==> src/rtl/telemetry_tx.sv <==
// eBike telemetry transmitter: every 2^PERIOD_W clocks, snapshot three 12-bit
// readings and send an 8-byte AA 55 frame over an 8N1 UART.
module telemetry_tx #(
  parameter int BAUD_DIV = 2604,
  parameter int PERIOD_W = 20
) (
  input  logic        clk,
  input  logic        rst_n,
  input  logic [11:0] batt_v,
  input  logic [11:0] avg_curr,
  input  logic [11:0] avg_torque,
  output logic        TX,
  output logic        busy,
  output logic        frame_done
);

  localparam logic [11:0] BAUD_LAST = 12'(BAUD_DIV - 1);

  typedef enum logic [1:0] {IDLE, START, DATA, STOP} state_t;

  state_t                state, state_n;
  logic [PERIOD_W-1:0]   period_cnt;
  logic [11:0]           baud_cnt, baud_n;
  logic [2:0]            bit_cnt, bit_n;
  logic [2:0]            byte_idx, byte_n;
  logic [7:0]            shift, shift_n;
  logic [11:0]           snap_batt, snap_batt_n;
  logic [11:0]           snap_curr, snap_curr_n;
  logic [11:0]           snap_torque, snap_torque_n;
  logic                  tx_q, tx_n;
  logic                  busy_q, busy_n;
  logic                  done_q, done_n;
  logic                  launch;
  logic                  bit_end;
  logic [7:0]            cur_byte;

  assign launch     = &period_cnt;
  assign bit_end    = (baud_cnt == BAUD_LAST);
  assign TX         = tx_q;
  assign busy       = busy_q;
  assign frame_done = done_q;

  always_ff @(posedge clk or negedge rst_n) begin
    if (!rst_n) period_cnt <= '0;
    else        period_cnt <= period_cnt + 1'b1;
  end

  // High bytes carry the top nibble of each reading, zero-extended.
  always_comb begin
    cur_byte = 8'hAA;
    case (byte_idx)
      3'd0: cur_byte = 8'hAA;
      3'd1: cur_byte = 8'h55;
      3'd2: cur_byte = {4'h0, snap_batt[11:8]};
      3'd3: cur_byte = snap_batt[7:0];
      3'd4: cur_byte = {4'h0, snap_curr[11:8]};
      3'd5: cur_byte = snap_curr[7:0];
      3'd6: cur_byte = {4'h0, snap_torque[11:8]};
      3'd7: cur_byte = snap_torque[7:0];
      default: cur_byte = 8'hAA;
    endcase
  end

  always_comb begin
    state_n       = state;
    baud_n        = baud_cnt;
    bit_n         = bit_cnt;
    byte_n        = byte_idx;
    shift_n       = shift;
    tx_n          = tx_q;
    busy_n        = busy_q;
    done_n        = 1'b0;
    snap_batt_n   = snap_batt;
    snap_curr_n   = snap_curr;
    snap_torque_n = snap_torque;
    if (state != IDLE) baud_n = bit_end ? 12'd0 : baud_cnt + 12'd1;
    case (state)
      IDLE: begin
        tx_n   = 1'b1;
        busy_n = 1'b0;
        if (launch) begin
          snap_batt_n   = batt_v;
          snap_curr_n   = avg_curr;
          snap_torque_n = avg_torque;
          byte_n        = 3'd0;
          baud_n        = 12'd0;
          state_n       = START;
          tx_n          = 1'b0;
          busy_n        = 1'b1;
        end
      end
      START: begin
        if (bit_end) begin
          state_n = DATA;
          bit_n   = 3'd0;
          shift_n = cur_byte;
          tx_n    = cur_byte[0];
        end
      end
      DATA: begin
        if (bit_end) begin
          if (bit_cnt == 3'd7) begin
            state_n = STOP;
            tx_n    = 1'b1;
          end else begin
            bit_n   = bit_cnt + 3'd1;
            shift_n = {1'b0, shift[7:1]};
            tx_n    = shift[1];
          end
        end
      end
      STOP: begin
        // Back-to-back bytes: the next start bit follows the stop bit directly.
        if (bit_end) begin
          if (byte_idx != 3'd7) begin
            byte_n  = byte_idx + 3'd1;
            state_n = START;
            tx_n    = 1'b0;
          end else begin
            state_n = IDLE;
            busy_n  = 1'b0;
            done_n  = 1'b1;
          end
        end
      end
      default: state_n = IDLE;
    endcase
  end

  always_ff @(posedge clk or negedge rst_n) begin
    if (!rst_n) begin
      state       <= IDLE;
      baud_cnt    <= '0;
      bit_cnt     <= '0;
      byte_idx    <= '0;
      shift       <= '0;
      snap_batt   <= '0;
      snap_curr   <= '0;
      snap_torque <= '0;
      tx_q        <= 1'b1;
      busy_q      <= 1'b0;
      done_q      <= 1'b0;
    end else begin
      state       <= state_n;
      baud_cnt    <= baud_n;
      bit_cnt     <= bit_n;
      byte_idx    <= byte_n;
      shift       <= shift_n;
      snap_batt   <= snap_batt_n;
      snap_curr   <= snap_curr_n;
      snap_torque <= snap_torque_n;
      tx_q        <= tx_n;
      busy_q      <= busy_n;
      done_q      <= done_n;
    end
  end

endmodule

==> config.mk <==
export PLATFORM = sky130hd
export DESIGN_NAME = telemetry_tx
export DESIGN_NICKNAME = d
export VERILOG_FILES = /design/src/rtl/telemetry_tx.sv
export SDC_FILE = /design/constraint.sdc
export NUM_CORES = 1
export LEC_CHECK = 0
export BUFFER_PORTS_ARGS = -buffer_cell sky130_fd_sc_hd__buf_2
export CAP_MARGIN = 20
export CORE_UTILIZATION = 59
export DETAILED_ROUTE_END_ITERATION = 8
export PLACE_DENSITY_LB_ADDON = 0.25
export SLEW_MARGIN = 20
export SYNTH_ARGS = -nofsm -noshare
export SYNTH_HDL_FRONTEND = slang
export SYNTH_SLANG_ARGS = --single-unit
==> constraint.sdc <==
create_clock -name clk -period 2.5 [get_ports clk]
set_input_delay 0.25 -clock clk [delete_from_list [all_inputs] [get_ports clk]]
set_output_delay 0.25 -clock clk [all_outputs]
set_load 0.02 [all_outputs]
# Word-level counts from Yosys, hierarchy flattened
# Index checks and enable logic that the tools add are counted.
[word_totals] ram_bits=0 rom_bits=0 out_inout_bits=3 ff_bits=87 mem_count=0 latchBits=0 in_bits=38
[classes] reduce_logical=12 n_addsub=4 shifts=0 eq_ne=21 bitwise_logic=0 n_div=0 order_cmp=0 n_mul=0 n_mux=38
[op_table] op="8-bit case mux with 8 select lines" n=1
[op_table] op="12-bit 2-to-1 mux" n=4
[op_table] op="8-bit 2-to-1 mux" n=3
[op_table] op="21-bit AND reduction" n=1
[op_table] op="20-bit by 1-bit adder with 20-bit output, second input constant" n=1
[op_table] op="20-bit AND reduction" n=1
[op_table] op="3-bit 2-to-1 mux" n=6
[op_table] op="2-bit inequality test, second input constant" n=8
[op_table] op="8-bit case mux with 2 select lines" n=1
[op_table] op="3-bit equality test, second input constant" n=5
[op_table] op="1-bit 2-to-1 mux" n=13
[op_table] op="12-bit by 1-bit adder with 12-bit output, second input constant" n=1
[op_table] op="12-bit equality test, second input constant" n=1
[op_table] op="3-bit case mux with 2 select lines" n=2
[op_table] op="4-bit AND reduction" n=3
[op_table] op="2-bit 2-to-1 mux" n=5
[op_table] op="2-bit case mux with 4 select lines" n=1
[op_table] op="3-bit by 1-bit adder with 3-bit output, second input constant" n=2
[op_table] op="3-bit by 2-bit equality test with 1-bit output, second input constant" n=2
[op_table] op="2-bit nonzero test" n=3
[op_table] op="5-bit AND reduction" n=1
[op_table] op="2-bit equality test, second input constant" n=2
[op_table] op="1-bit case mux with 4 select lines" n=1
[op_table] op="3-bit by 1-bit equality test with 1-bit output, second input constant" n=1
[op_table] op="6 further kinds" n=6

# Logic depth before layout (Yosys ltp)
[logic_depth] depth_word=5 depth_mapped=8 ltp_nobuf=7

# Least setup slack after synthesis
# OpenSTA, ideal clock, no wires.
[synth_path] kind="register to register" from="reg byte_idx[0]" to="reg tx_q, in the netlist TX" slack_ps=204 n_path_buf=1 t_required_ps=2418 arrival_ps=2213 synth_period_minus_slack_ps=2296 setup_ps=82 path_stages_with_launch=9 path_cell_list="dfrtp_1 ha_1 ha_1 buf_6 or4_4 a21oi_4 a311oi_1 o31a_1 mux2_2"
[synth_between] elab_chain_len=4 word_cells_on_any_way=14
[synth_rtl] item="start, declared" line="25" rtl="logic [2:0] byte_idx, byte_n;"
[synth_rtl] item="start signal, assigned" line="147" rtl="byte_idx <= byte_n;"
[synth_rtl] item="3-bit equality test, or another cell as far along" line="51" rtl="case (byte_idx)"
[synth_rtl] item="8-bit case mux with 8 select lines" line="51"
[synth_rtl] item="1-bit 2-to-1 mux" line="93" rtl="if (bit_end) begin"
[synth_rtl] item="1-bit case mux with 4 select lines" line="77" rtl="case (state)"
[synth_rtl] item="end signal, assigned" line="152" rtl="tx_q <= tx_n;"
[synth_rtl] item="end, declared" line="30" rtl="logic tx_q, tx_n;"
# Several ways; a longest one is shown, not always the timed one. The select of a mux whose other input is x is not followed.
# A chain may end at the register's enable or synchronous reset.

# Worst setup path after layout
# Ends and elaborated chain as after synthesis.

==> flow_metrics.tcl <==
set metrics [dict create \
    area_growth_pct 12.4 \
    portBuffers 40 \
    vdd_drop_max_v 0.000466 \
    core.rowCount 30 \
    final_cell_mix "dfrtp_1, mux2_1, buf_2" \
    crit_path_max_fanout 7 \
    grt_max_degree 33 \
    holdWs_ns 0.0990 \
    final-seq-area_um2 2150 \
    stdcell_area_um2 4760 \
    end_kind "flop" \
    nFillCells 544 \
    hold_class "in -> reg" \
    hold_depth 2 \
    drc 0 \
    num_vias 3032 \
    dpl_cell_area_um2 4560 \
    worst_ep_arrival_time_ns 2.62 \
    rr_worst_depth 7 \
    hold_buffers 1 \
    final_layout_size_suffix_gt1_share_pct 19.1 \
    path_class "reg -> reg" \
    htreeDepth 3 \
    syn_area_um2 4230 \
    drt_wl_total_um 8450 \
    finalCriticalPeriod_ns 2.33 \
    drt_pass1_iterations 4 \
    power_density_nw_per_um2 517 \
    maxSlewViolCount 0 \
    grtUsageMet1_pct 35.9 \
    whs_endpoint "snap_torque[7]" \
    clockRootBuffer "clkbuf_8" \
    ant_nets 0 \
    grt.overflow.total 0 \
    boundaryPins 41 \
    status "finished clean" \
    drv_cap 0 \
    min_period_over_period_pct 93.4 \
    setup_ws_ns 0.165 \
    reg2reg_to "TX" \
    multi_input_area_um2 1930 \
    cts_tree "built" \
    max_slew.worst_pin.slew_ns 0.463 \
    synth-edff-count 0 \
    max_freq_mhz 428 \
    viasPerCell 5.78 \
    fin_cells 525 \
    ys_ff_latch 86 \
    clock_path_buffers 2 \
    grtUsageMet3_pct 6.76 \
    worstSkewPairLatency_ns 0.35 \
    grt_pass1_vias 2982 \
    rr_startpoint "byte_idx[0]" \
    r2r_slack_ns 0.17 \
    yosysSeqAreaShare_pct 50.9 \
    pre_cts_slack_ns 0.190 \
    clkTransAtPathRegs_ns 0.09 \
    setup_viol 0 \
    p_leak_nw 2.20 \
    yosysWarnings 0 \
    synthCells 373 \
    start_util_pct 61.6 \
    cts-resized-gates 0 \
    layout_commonest_cell "dfrtp_1" \
    grt_busiest_layer "met2" \
    coreArea_um2 6870 \
    die_h_um 86.7 \
    synth_nets 426 \
    power_mw 2.46 \
    avgRoutedWirePerCell_um 16.1 \
    diodes 0 \
    cts.sinks 86 \
    rsz0062_at_grt "false" \
    relSlewSlack_pct 68.9 \
    die_w_um 86.7 \
    grt.met2_usage_pct 39.3 \
    start_kind "flop" \
    fin_nets 477 \
    synthFlopType "dfrtp_1" \
    place_inst 508 \
    worst_ep_required_time_ns 2.79 \
    synthDistinctLibCells 56 \
    fin_skew_ns 0.00940 \
    dp_hpwl_um 6240 \
    cts_setup_buffers 0 \
    syn_area_per_cell_um2 11.3 \
    drt-initial-drc-count 147 \
    final_util_pct 69.3 \
    min_from "avg_torque[7]" \
    numCtsBuffers 9 \
    grtUsageTotal_pct 25.3 \
    gp_congestion 0.853 \
    final.setup.tns_ns 0 \
    die-area_um2 7520 \
    grt_pass1_wl_um 14400 \
    async_reset_ff_share_pct 100 \
    antenna_found_initial 0 \
    hold_viol 0 \
]
## kinds of logic after synthesis
| group | synth area share (%) |
|---|---|
| fa+ha+maj | 4.44 |
| compound gates | 12.7 |
| buf+inv | 3.52 |
| flops | 50.9 |
| mux | 11.9 |
| xor+xnor | 4.14 |
| simple gates | 12.4 |
## cell type report
type	instances	area share, %
clock inverter	6	1.08
clock buffer	10	2.89
multi-input combinational	259	40.5
sequential	86	45.3
inverter	13	1.03
timing repair buffer	55	6.68
tap	96	2.52
## how the worst max path moves through the flow
stage,startpoint,cells after the start,to
finish,byte_idx[0],7,TX
floorplan,byte_idx[0],8,TX
detailed placement,byte_idx[0],7,TX
CTS,byte_idx[0],7,TX
global placement,byte_idx[0],7,TX
global route,byte_idx[0],7,TX
## cells in the mapped netlist, drive strengths merged (2+ instances only)
master,instances,area share [%]
nand4,8,1.2
a31oi,2,0.30
nand3,16,2.2
a21o,2,0.35
mux2i,3,0.71
o31ai,2,0.35
nor2,19,1.7
a21boi,2,0.35
clkbuf,6,0.53
dfrtp,85,50
a22oi,6,1.1
inv,13,1.2
nand2,31,2.7
nor3,8,1.2
xor2,9,1.9
and4,2,0.41
a311oi,3,0.62
and3,6,0.89
nand2b,4,0.59
a222oi,3,0.71
buf,9,1.8
xnor2,11,2.3
a221o,2,0.53
ha,15,4.4
mux2,42,11
a211oi,2,0.35
a21oi,10,1.4
a22o,6,1.3
o21ai,28,3.3
## power breakdown
group          switching, mW  leakage [nW]  internal, mW
clock network          0.530         0.100         0.408
registers             0.0174          1.10          1.42
logic                 0.0433          1.00        0.0414
total                  0.590          2.20          1.87
## critical path, cell delays in order (launching register included)
cell and delay (ns):
dfrtp_1 0.45, ha_1 0.26, ha_1 0.20, or4_4 0.55
a21oi_4 0.21, a311oi_1 0.09, o31a_1 0.25, mux2_2 0.26
## state kept, by name, summed over array words and instances, names as in the netlist, 2 cells and up
register     cells
state            2
shift            7
snap_curr       12
bit_cnt          3
snap_batt       12
baud_cnt        12
period_cnt      20
snap_torque     12
byte_idx         3
## routing by layer
layer	vias up	wire (um)
met4	0	61
li1	1450	-
met2	62	4110
met1	1513	3920
met3	7	362
met5	-	0
No activity file was read; power rests on OpenSTA's default activity.
